$ cat src/rtl/seg_scan_mux_if.sv
// seg_scan_mux_if: digit load inputs and scan outputs of the 7-segment scan multiplexer
//   master: drives digits_in/load, observes digit_code/an/digit_idx/frame_tick
//   slave:  the multiplexer side
interface seg_scan_mux_if #(
    parameter int N_DIGITS = 4
);
    localparam int IW = (N_DIGITS > 1) ? $clog2(N_DIGITS) : 1;
    logic [4*N_DIGITS-1:0] digits_in;
    logic                  load;
    logic [3:0]            digit_code;
    logic [N_DIGITS-1:0]   an;
    logic [IW-1:0]         digit_idx;
    logic                  frame_tick;
    modport master (output digits_in, load, input digit_code, an, digit_idx, frame_tick);
    modport slave  (input digits_in, load, output digit_code, an, digit_idx, frame_tick);
endinterface

$ cat src/rtl/seg_scan_mux.sv
// seg_scan_mux: round-robin scan of N_DIGITS 4-bit codes onto one decoder input with per-slot blanking
//   clk, rst (async, active-high); bus.slave: digits_in/load in, digit_code/an (active-low)/digit_idx/frame_tick out
//   SEG_SCAN_LZB_EN: when defined, leading zeros above digit 0 are shown as blank code 4'hF
module seg_scan_mux #(
    parameter int N_DIGITS     = 4,
    parameter int SCAN_DIV     = 50000,
    parameter int BLANK_CYCLES = 16
) (
    input  logic clk,
    input  logic rst,
    seg_scan_mux_if.slave bus
);
    localparam int CW = $clog2(SCAN_DIV);
    localparam int IW = (N_DIGITS > 1) ? $clog2(N_DIGITS) : 1;
    logic [CW-1:0]         r_cnt;
    logic [IW-1:0]         r_idx;
    logic [4*N_DIGITS-1:0] r_digits;
    logic [N_DIGITS-1:0]   r_an;
    logic [3:0]            r_code;
    logic [IW-1:0]         r_digit_idx;
    logic                  r_frame_tick;
    logic                  w_wrap;
    logic                  w_on;
    logic [3:0]            w_raw;
    logic [3:0]            w_code;
    assign w_wrap = r_cnt == CW'(SCAN_DIV - 1);
    assign w_on   = int'(r_cnt) >= BLANK_CYCLES;
    assign w_raw  = r_digits[4*r_idx +: 4];
`ifdef SEG_SCAN_LZB_EN
    // w_lz[k]: digit k and every digit above it are zero
    logic [N_DIGITS-1:0] w_lz;
    always_comb begin
        w_lz = '0;
        w_lz[N_DIGITS-1] = r_digits[4*N_DIGITS-1 -: 4] == 4'h0;
        for (int k = N_DIGITS - 2; k >= 0; k--) w_lz[k] = w_lz[k+1] && r_digits[4*k +: 4] == 4'h0;
    end
    assign w_code = (r_idx != '0 && w_lz[r_idx]) ? 4'hF : w_raw;
`else
    assign w_code = w_raw;
`endif
    always_ff @(posedge clk or posedge rst) begin
        if (rst) begin
            r_cnt        <= '0;
            r_idx        <= '0;
            r_digits     <= '0;
            r_an         <= '1;
            r_code       <= 4'hF;
            r_digit_idx  <= '0;
            r_frame_tick <= 1'b0;
        end else begin
            if (bus.load) r_digits <= bus.digits_in;
            r_cnt        <= w_wrap ? '0 : r_cnt + CW'(1);
            if (w_wrap) r_idx <= (r_idx == IW'(N_DIGITS - 1)) ? '0 : r_idx + IW'(1);
            r_an         <= w_on ? ~(N_DIGITS'(1) << r_idx) : '1;
            r_code       <= w_on ? w_code : 4'hF;
            r_digit_idx  <= r_idx;
            r_frame_tick <= w_wrap && r_idx == IW'(N_DIGITS - 1);
        end
    end
    assign bus.an         = r_an;
    assign bus.digit_code = r_code;
    assign bus.digit_idx  = r_digit_idx;
    assign bus.frame_tick = r_frame_tick;
endmodule
$ cat src/flat_wrapper.sv
// flat-port wrapper written by rule: the top's interface ports become plain ports
module seg_scan_mux_flat 
#(
    parameter int N_DIGITS     = 4,
    parameter int SCAN_DIV     = 50000,
    parameter int BLANK_CYCLES = 16
)
  (clk, rst, bus_digits_in, bus_load, bus_digit_code, bus_an, bus_digit_idx, bus_frame_tick);
  seg_scan_mux_if #(.N_DIGITS(N_DIGITS)) bus_i ();
  input  logic clk;
  input  logic rst;
  input wire logic [$bits(bus_i.digits_in)-1:0] bus_digits_in;
  input wire logic [$bits(bus_i.load)-1:0] bus_load;
  output wire logic [$bits(bus_i.digit_code)-1:0] bus_digit_code;
  output wire logic [$bits(bus_i.an)-1:0] bus_an;
  output wire logic [$bits(bus_i.digit_idx)-1:0] bus_digit_idx;
  output wire logic [$bits(bus_i.frame_tick)-1:0] bus_frame_tick;
  assign bus_i.digits_in = bus_digits_in;
  assign bus_i.load = bus_load;
  assign bus_digit_code = bus_i.digit_code;
  assign bus_an = bus_i.an;
  assign bus_digit_idx = bus_i.digit_idx;
  assign bus_frame_tick = bus_i.frame_tick;
  seg_scan_mux #(.N_DIGITS(N_DIGITS), .SCAN_DIV(SCAN_DIV), .BLANK_CYCLES(BLANK_CYCLES)) u_core (.clk(clk), .rst(rst), .bus(bus_i));
endmodule
$ cat config.mk
export PLATFORM = sky130hd
export DESIGN_NAME = seg_scan_mux_flat
export DESIGN_NICKNAME = d
export VERILOG_FILES = /design/src/rtl/seg_scan_mux_if.sv /design/src/rtl/seg_scan_mux.sv /design/src/flat_wrapper.sv
export SDC_FILE = /design/constraint.sdc
export NUM_CORES = 1
export LEC_CHECK = 0
export CAP_MARGIN = 0
export CORE_MARGIN = 8
export CORE_UTILIZATION = 55
export CTS_BUF_LIST = sky130_fd_sc_hd__clkbuf_8
export CTS_CLUSTER_DIAMETER = 30
export CTS_CLUSTER_SIZE = 12
export DETAILED_ROUTE_END_ITERATION = 16
export PLACE_DENSITY_LB_ADDON = 0.05
export SLEW_MARGIN = 10
export SYNTH_ARGS = -nofsm -noshare
export SYNTH_HDL_FRONTEND = slang
export SYNTH_SLANG_ARGS = --single-unit
$ cat constraint.sdc
create_clock -name clk -period 2.15 [get_ports clk]
set_clock_uncertainty 0.15 [all_clocks]
set_input_delay 0.3225 -clock clk [delete_from_list [all_inputs] [get_ports clk]]
set_output_delay 0.3225 -clock clk [all_outputs]
set_load 0.01 [all_outputs]
# Word level (Yosys, flattened, before mapping)
# Cells that the tools add are included.
# word_totals
output_inout_bits	11
in_bits	19
register_bits	45
wordCells	20
# op_classes
mux	4
bitwise	1
n_lt_le_gt_ge	1
add_sub_neg	2
eq_ne	2
n_reduce_logical	1
n_shift	2
# op_table
operator	count
$add A16 B1 Y16 const B	1
$eq A16 B16 Y1 const B	1
$ge A16 B5 Y1 const B	1
$mux W16	1
$shiftx A16 B5 Y4	1
$mux W4	2
$not A4 Y4	1
$shl A1 B2 Y4 const A	1
$add A2 B1 Y2 const B	1
$eq A2 B2 Y1 const B	1
$mux W2	1
$logic_and A1 B1 Y1	1

# Depth between registers and ports, before layout
# depth
depth_word	3
depth_mapped	5
ltp_nobuf	5

# Worst setup path before layout
# No wires, ideal clock.
# synth_timing
path_kind	flip-flop to flip-flop
from	register u_core.r_cnt[0]
to	register u_core.r_idx[1]
required_ns	1.875
path_buffers	0
stages_incl_launch_ff	5
arrival_time_ns	1.627
setup_slack_ns	0.248
period_less_slack_ns	1.902
setup_ns	0.125
cell_sequence	dfrtp_1 -> ha_1 -> nand3_1 -> nor4_4 -> mux2_4
# synth_via
elab_chain_len	1
# synth_lines
element	line	rtl
start: declaration	seg_scan_mux.sv:15	logic [CW-1:0] r_cnt;
start signal: assignment	seg_scan_mux.sv:52	r_cnt <= w_wrap ? '0 : r_cnt + CW'(1);
$eq A16 B16 Y1	seg_scan_mux.sv:26	assign w_wrap = r_cnt == CW'(SCAN_DIV - 1);
end signal: assignment	seg_scan_mux.sv:53	if (w_wrap) r_idx <= (r_idx == IW'(N_DIGITS - 1)) ? '0 : r_idx + IW'(1);
end: declaration	seg_scan_mux.sv:16	logic [IW-1:0] r_idx;
# Every way passes these cells.
# A chain may end at the register's enable or synchronous reset.

# Final worst setup path
# layout_timing
from	register u_core.r_cnt[12]
to	register u_core.r_idx[0]
# Same word-level chain as after synthesis.

==> results.py <==
metrics = {
    "run_status": {
        "status": "completed",
    },
    "sta": {
        "hold_violations": 0,
        "fin_setup_tns_ns": 0,
        "rsz0062_at_grt": "no",
        "worst_slew_pin_slew_ns": 0.541,
        "layout_min_cycle_time_ns": 1.97,
        "final_max_slew_viol_count": 0,
        "period_share": 0.917,
        "maxSlewHeadroom": 0.639,
        "setup_viol": 0,
        "max_freq_mhz": 507,
    },
    "yosys": {
        "synth-seq-cells": 45,
        "ys_types": 26,
        "synth.net_count": 176,
        "synth.cell_area_um2": 1960,
        "ys_seq_area_frac": 0.580,
        "yosys_warnings": 0,
        "avgSynthCellArea_um2": 13.0,
        "synthCells": 151,
    },
    "layout": {
        "num-nets-final": 211,
        "multi_input_area_um2": 785,
        "drive_above_1_share": 0.262,
        "areaGrowthSynthToFinish_pct": 23.2,
        "seq_area_um2": 1140,
        "final_cell_area_um2": 2410,
        "n_antenna_cell": 0,
        "final.fill_count": 232,
    },
    "die": {
        "die_y_um": 75.7,
        "die_w_um": 75.7,
        "ios": 30,
        "fp.coreArea_um2": 3390,
        "floorplan.initialDensity": 0.578,
        "dieArea_um2": 5730,
        "rows": 21,
    },
    "cts": {
        "clock_sinks": 45,
        "postCtsSetupRepairBufs": 0,
        "cts-resized-gates": 0,
        "cts_buffer_depth": 2,
        "cts-root-buf": "clkbuf_8",
        "clkLatencyLatePin_ns": 0.29,
        "holdBufCountCts": 0,
        "numCtsBuffers": 5,
        "cts_max_level": 2,
        "cts_tree": "yes",
        "clk_pin_slew_ns": 0.08,
    },
    "global_route": {
        "first_global_vias": 1295,
        "overflow": 0,
        "grt_pass1_wl_um": 6210,
        "antenna_found_initial": 0,
        "grt_max_degree": 46,
        "grtUsageTotal": 0.148,
    },
    "job": {
        "maxCapViolations": 0,
    },
    "route": {
        "wl_um": 3740,
        "viasPerCell": 5.42,
        "num_vias": 1262,
        "drt-pass1-iter-count": 4,
        "route.detailed.drc": 0,
        "drtIter0Drc": 49,
        "wl_per_cell_um": 16.0,
        "ant_nets": 0,
    },
    "worst_setup_path": {
        "cpPeakStageDelay_ns": 0.44,
        "cp_max_fo": 4,
        "slowest_stage": "dfrtp_1",
        "crit_chain": "nor4_2 -> nand2_2 -> nor4_1 -> mux2_2",
        "startpoint_type": "flop",
        "cp-end-kind": "flop",
        "critPathRequiredTime_ns": 2.18,
        "path_class": "reg2reg",
        "crit_arrival_ns": 2.00,
        "r2r_cells": 4,
    },
    "power": {
        "p_comb_frac": 0.081,
        "switching_share": 0.207,
        "ir_worst_vdd_uv": 450,
        "p_int_mw": 1.26,
        "switchingPower_uw": 330,
        "powerDensity_nw_per_um2": 660,
        "seqPwrFrac": 0.569,
        "leakage_nw": 1.05,
        "clockPowerShare": 0.350,
    },
    "placement": {
        "hpwl_um": 2700,
        "placed_area_um2": 2310,
        "gp_congestion": 0.934,
        "io_buffers": 29,
    },
    "worst_hold_path": {
        "min_path_type": "in2async",
    },
}
layout make-up:
| type | count | area share |
|---|---|---|
| clock buffers | 7 | 0.0399 |
| clock inverters | 1 | 0.00207 |
| inverters | 6 | 0.00933 |
| multi-input cells | 96 | 0.325 |
| flip-flops and latches | 45 | 0.470 |
| well taps | 46 | 0.0238 |
| repair buffers | 32 | 0.130 |
synthesized netlist by cell type:
cell / instances / area (um2)
or3_2: 1 / 7.51
nor4_2: 1 / 12.5
nor3_1: 4 / 20.0
clkbuf_1: 2 / 7.51
nand4_1: 4 / 25.0
nor4_1: 5 / 31.3
and2_1: 1 / 6.26
nand2_2: 1 / 6.26
nand3_1: 7 / 35.0
nand2_1: 10 / 37.5
xor2_1: 5 / 43.8
nor2b_1: 1 / 6.26
mux4_2: 4 / 90.1
mux2_4: 1 / 15.0
dfstp_2: 8 / 210
dfrtp_1: 37 / 926
inv_1: 6 / 22.5
nor4_4: 1 / 21.3
buf_1: 1 / 3.75
or2_2: 4 / 25.0
ha_1: 6 / 75.1
or4_1: 1 / 7.51
buf_2: 1 / 5.00
nor2_1: 13 / 48.8
mux2_2: 17 / 191
xnor2_1: 9 / 78.8
layout by cell type, fill, tap and decap left out:
master           instances
nor2b_1                  1
nand3_1                  7
xor2_1                   5
and2_1                   1
clkbuf_8                 7
inv_1                    6
mux2_4                   1
nand2_2                  1
nor4_4                   1
dfrtp_1                 37
ha_1                     6
mux4_2                   4
nor2_1                  13
nand2_1                 10
nor4_2                   1
dfstp_2                  8
xnor2_1                  9
nand4_1                  4
nor4_1                   5
mux2_2                  17
clkdlybuf4s50_1         29
or2_2                    4
buf_4                    3
or4_1                    1
nor3_1                   4
or3_2                    1
clkinv_2                 1
power groups by stage:
stage	registers, mW	clock network, mW	logic [mW]
floorplan	0.921	0	0.0647
global placement	0.921	0	0.126
detailed placement	0.924	0	0.131
CTS	0.907	0.573	0.133
global route	0.912	0.602	0.142
finish	0.907	0.558	0.129
kinds of logic (layout without fill, tap and decap cells):
logic type	Yosys count	count (layout)	share of synthesized area
XOR/XNOR	14	14	0.0626
adder cells (fa/ha/maj)	6	6	0.0383
buffers and inverters	10	46	0.0198
flip-flops	45	45	0.580
multiplexers	22	22	0.151
AND/OR/NAND/NOR	54	54	0.148
per-layer routing:
layer,share of wire,global-route usage
met5,0,0
met3,0.072,0.0461
met1,0.42,0.175
met2,0.49,0.242
met4,0.018,0.0704
worst max-delay path: cells and delay by family (launching register included):
family | cells | cell delay (ns)
simple gates | 3 | 0.89
mux | 1 | 0.39
flops | 1 | 0.44
through the flow:
stage	setup slack [ns]	hold WS, ns	util	instances	power, mW
2_1_floorplan	0.248	0.254	-	151	0.986
3_3_place_gp	0.327	0.335	0.683	225	1.05
3_5_place_dp	0.191	0.344	0.683	225	1.05
4_1_cts	0.166	0.320	0.712	233	1.61
5_1_grt	0.0913	0.367	0.712	233	1.66
6_report	0.178	0.306	0.712	233	1.59
path summary, 6_finish.rpt:
check | from | end | slack [ns]
max in group asynchronous | rst | u_core.bus.an[2] | 1.16
max | u_core.r_cnt[12] | u_core.r_idx[0] | 0.18
min reg2reg | u_core.r_digits[10] | u_core.r_digits[10] | 0.36
min in group clk | u_core.r_digits[10] | u_core.r_digits[10] | 0.36
min | rst | u_core.r_digits[0] | 0.31
max reg2reg | u_core.r_cnt[12] | u_core.r_idx[0] | 0.18
flip-flops by register name (all words and copies together), names as in the netlist:
signal / cells
u_core.r_idx: 2
u_core.bus.an: 4
u_core.r_digits: 16
u_core.r_cnt: 16
u_core.bus.digit_idx: 2
u_core.bus.frame_tick: 1
u_core.bus.digit_code: 4
Note: power is estimated with default switching activity, not from simulation.
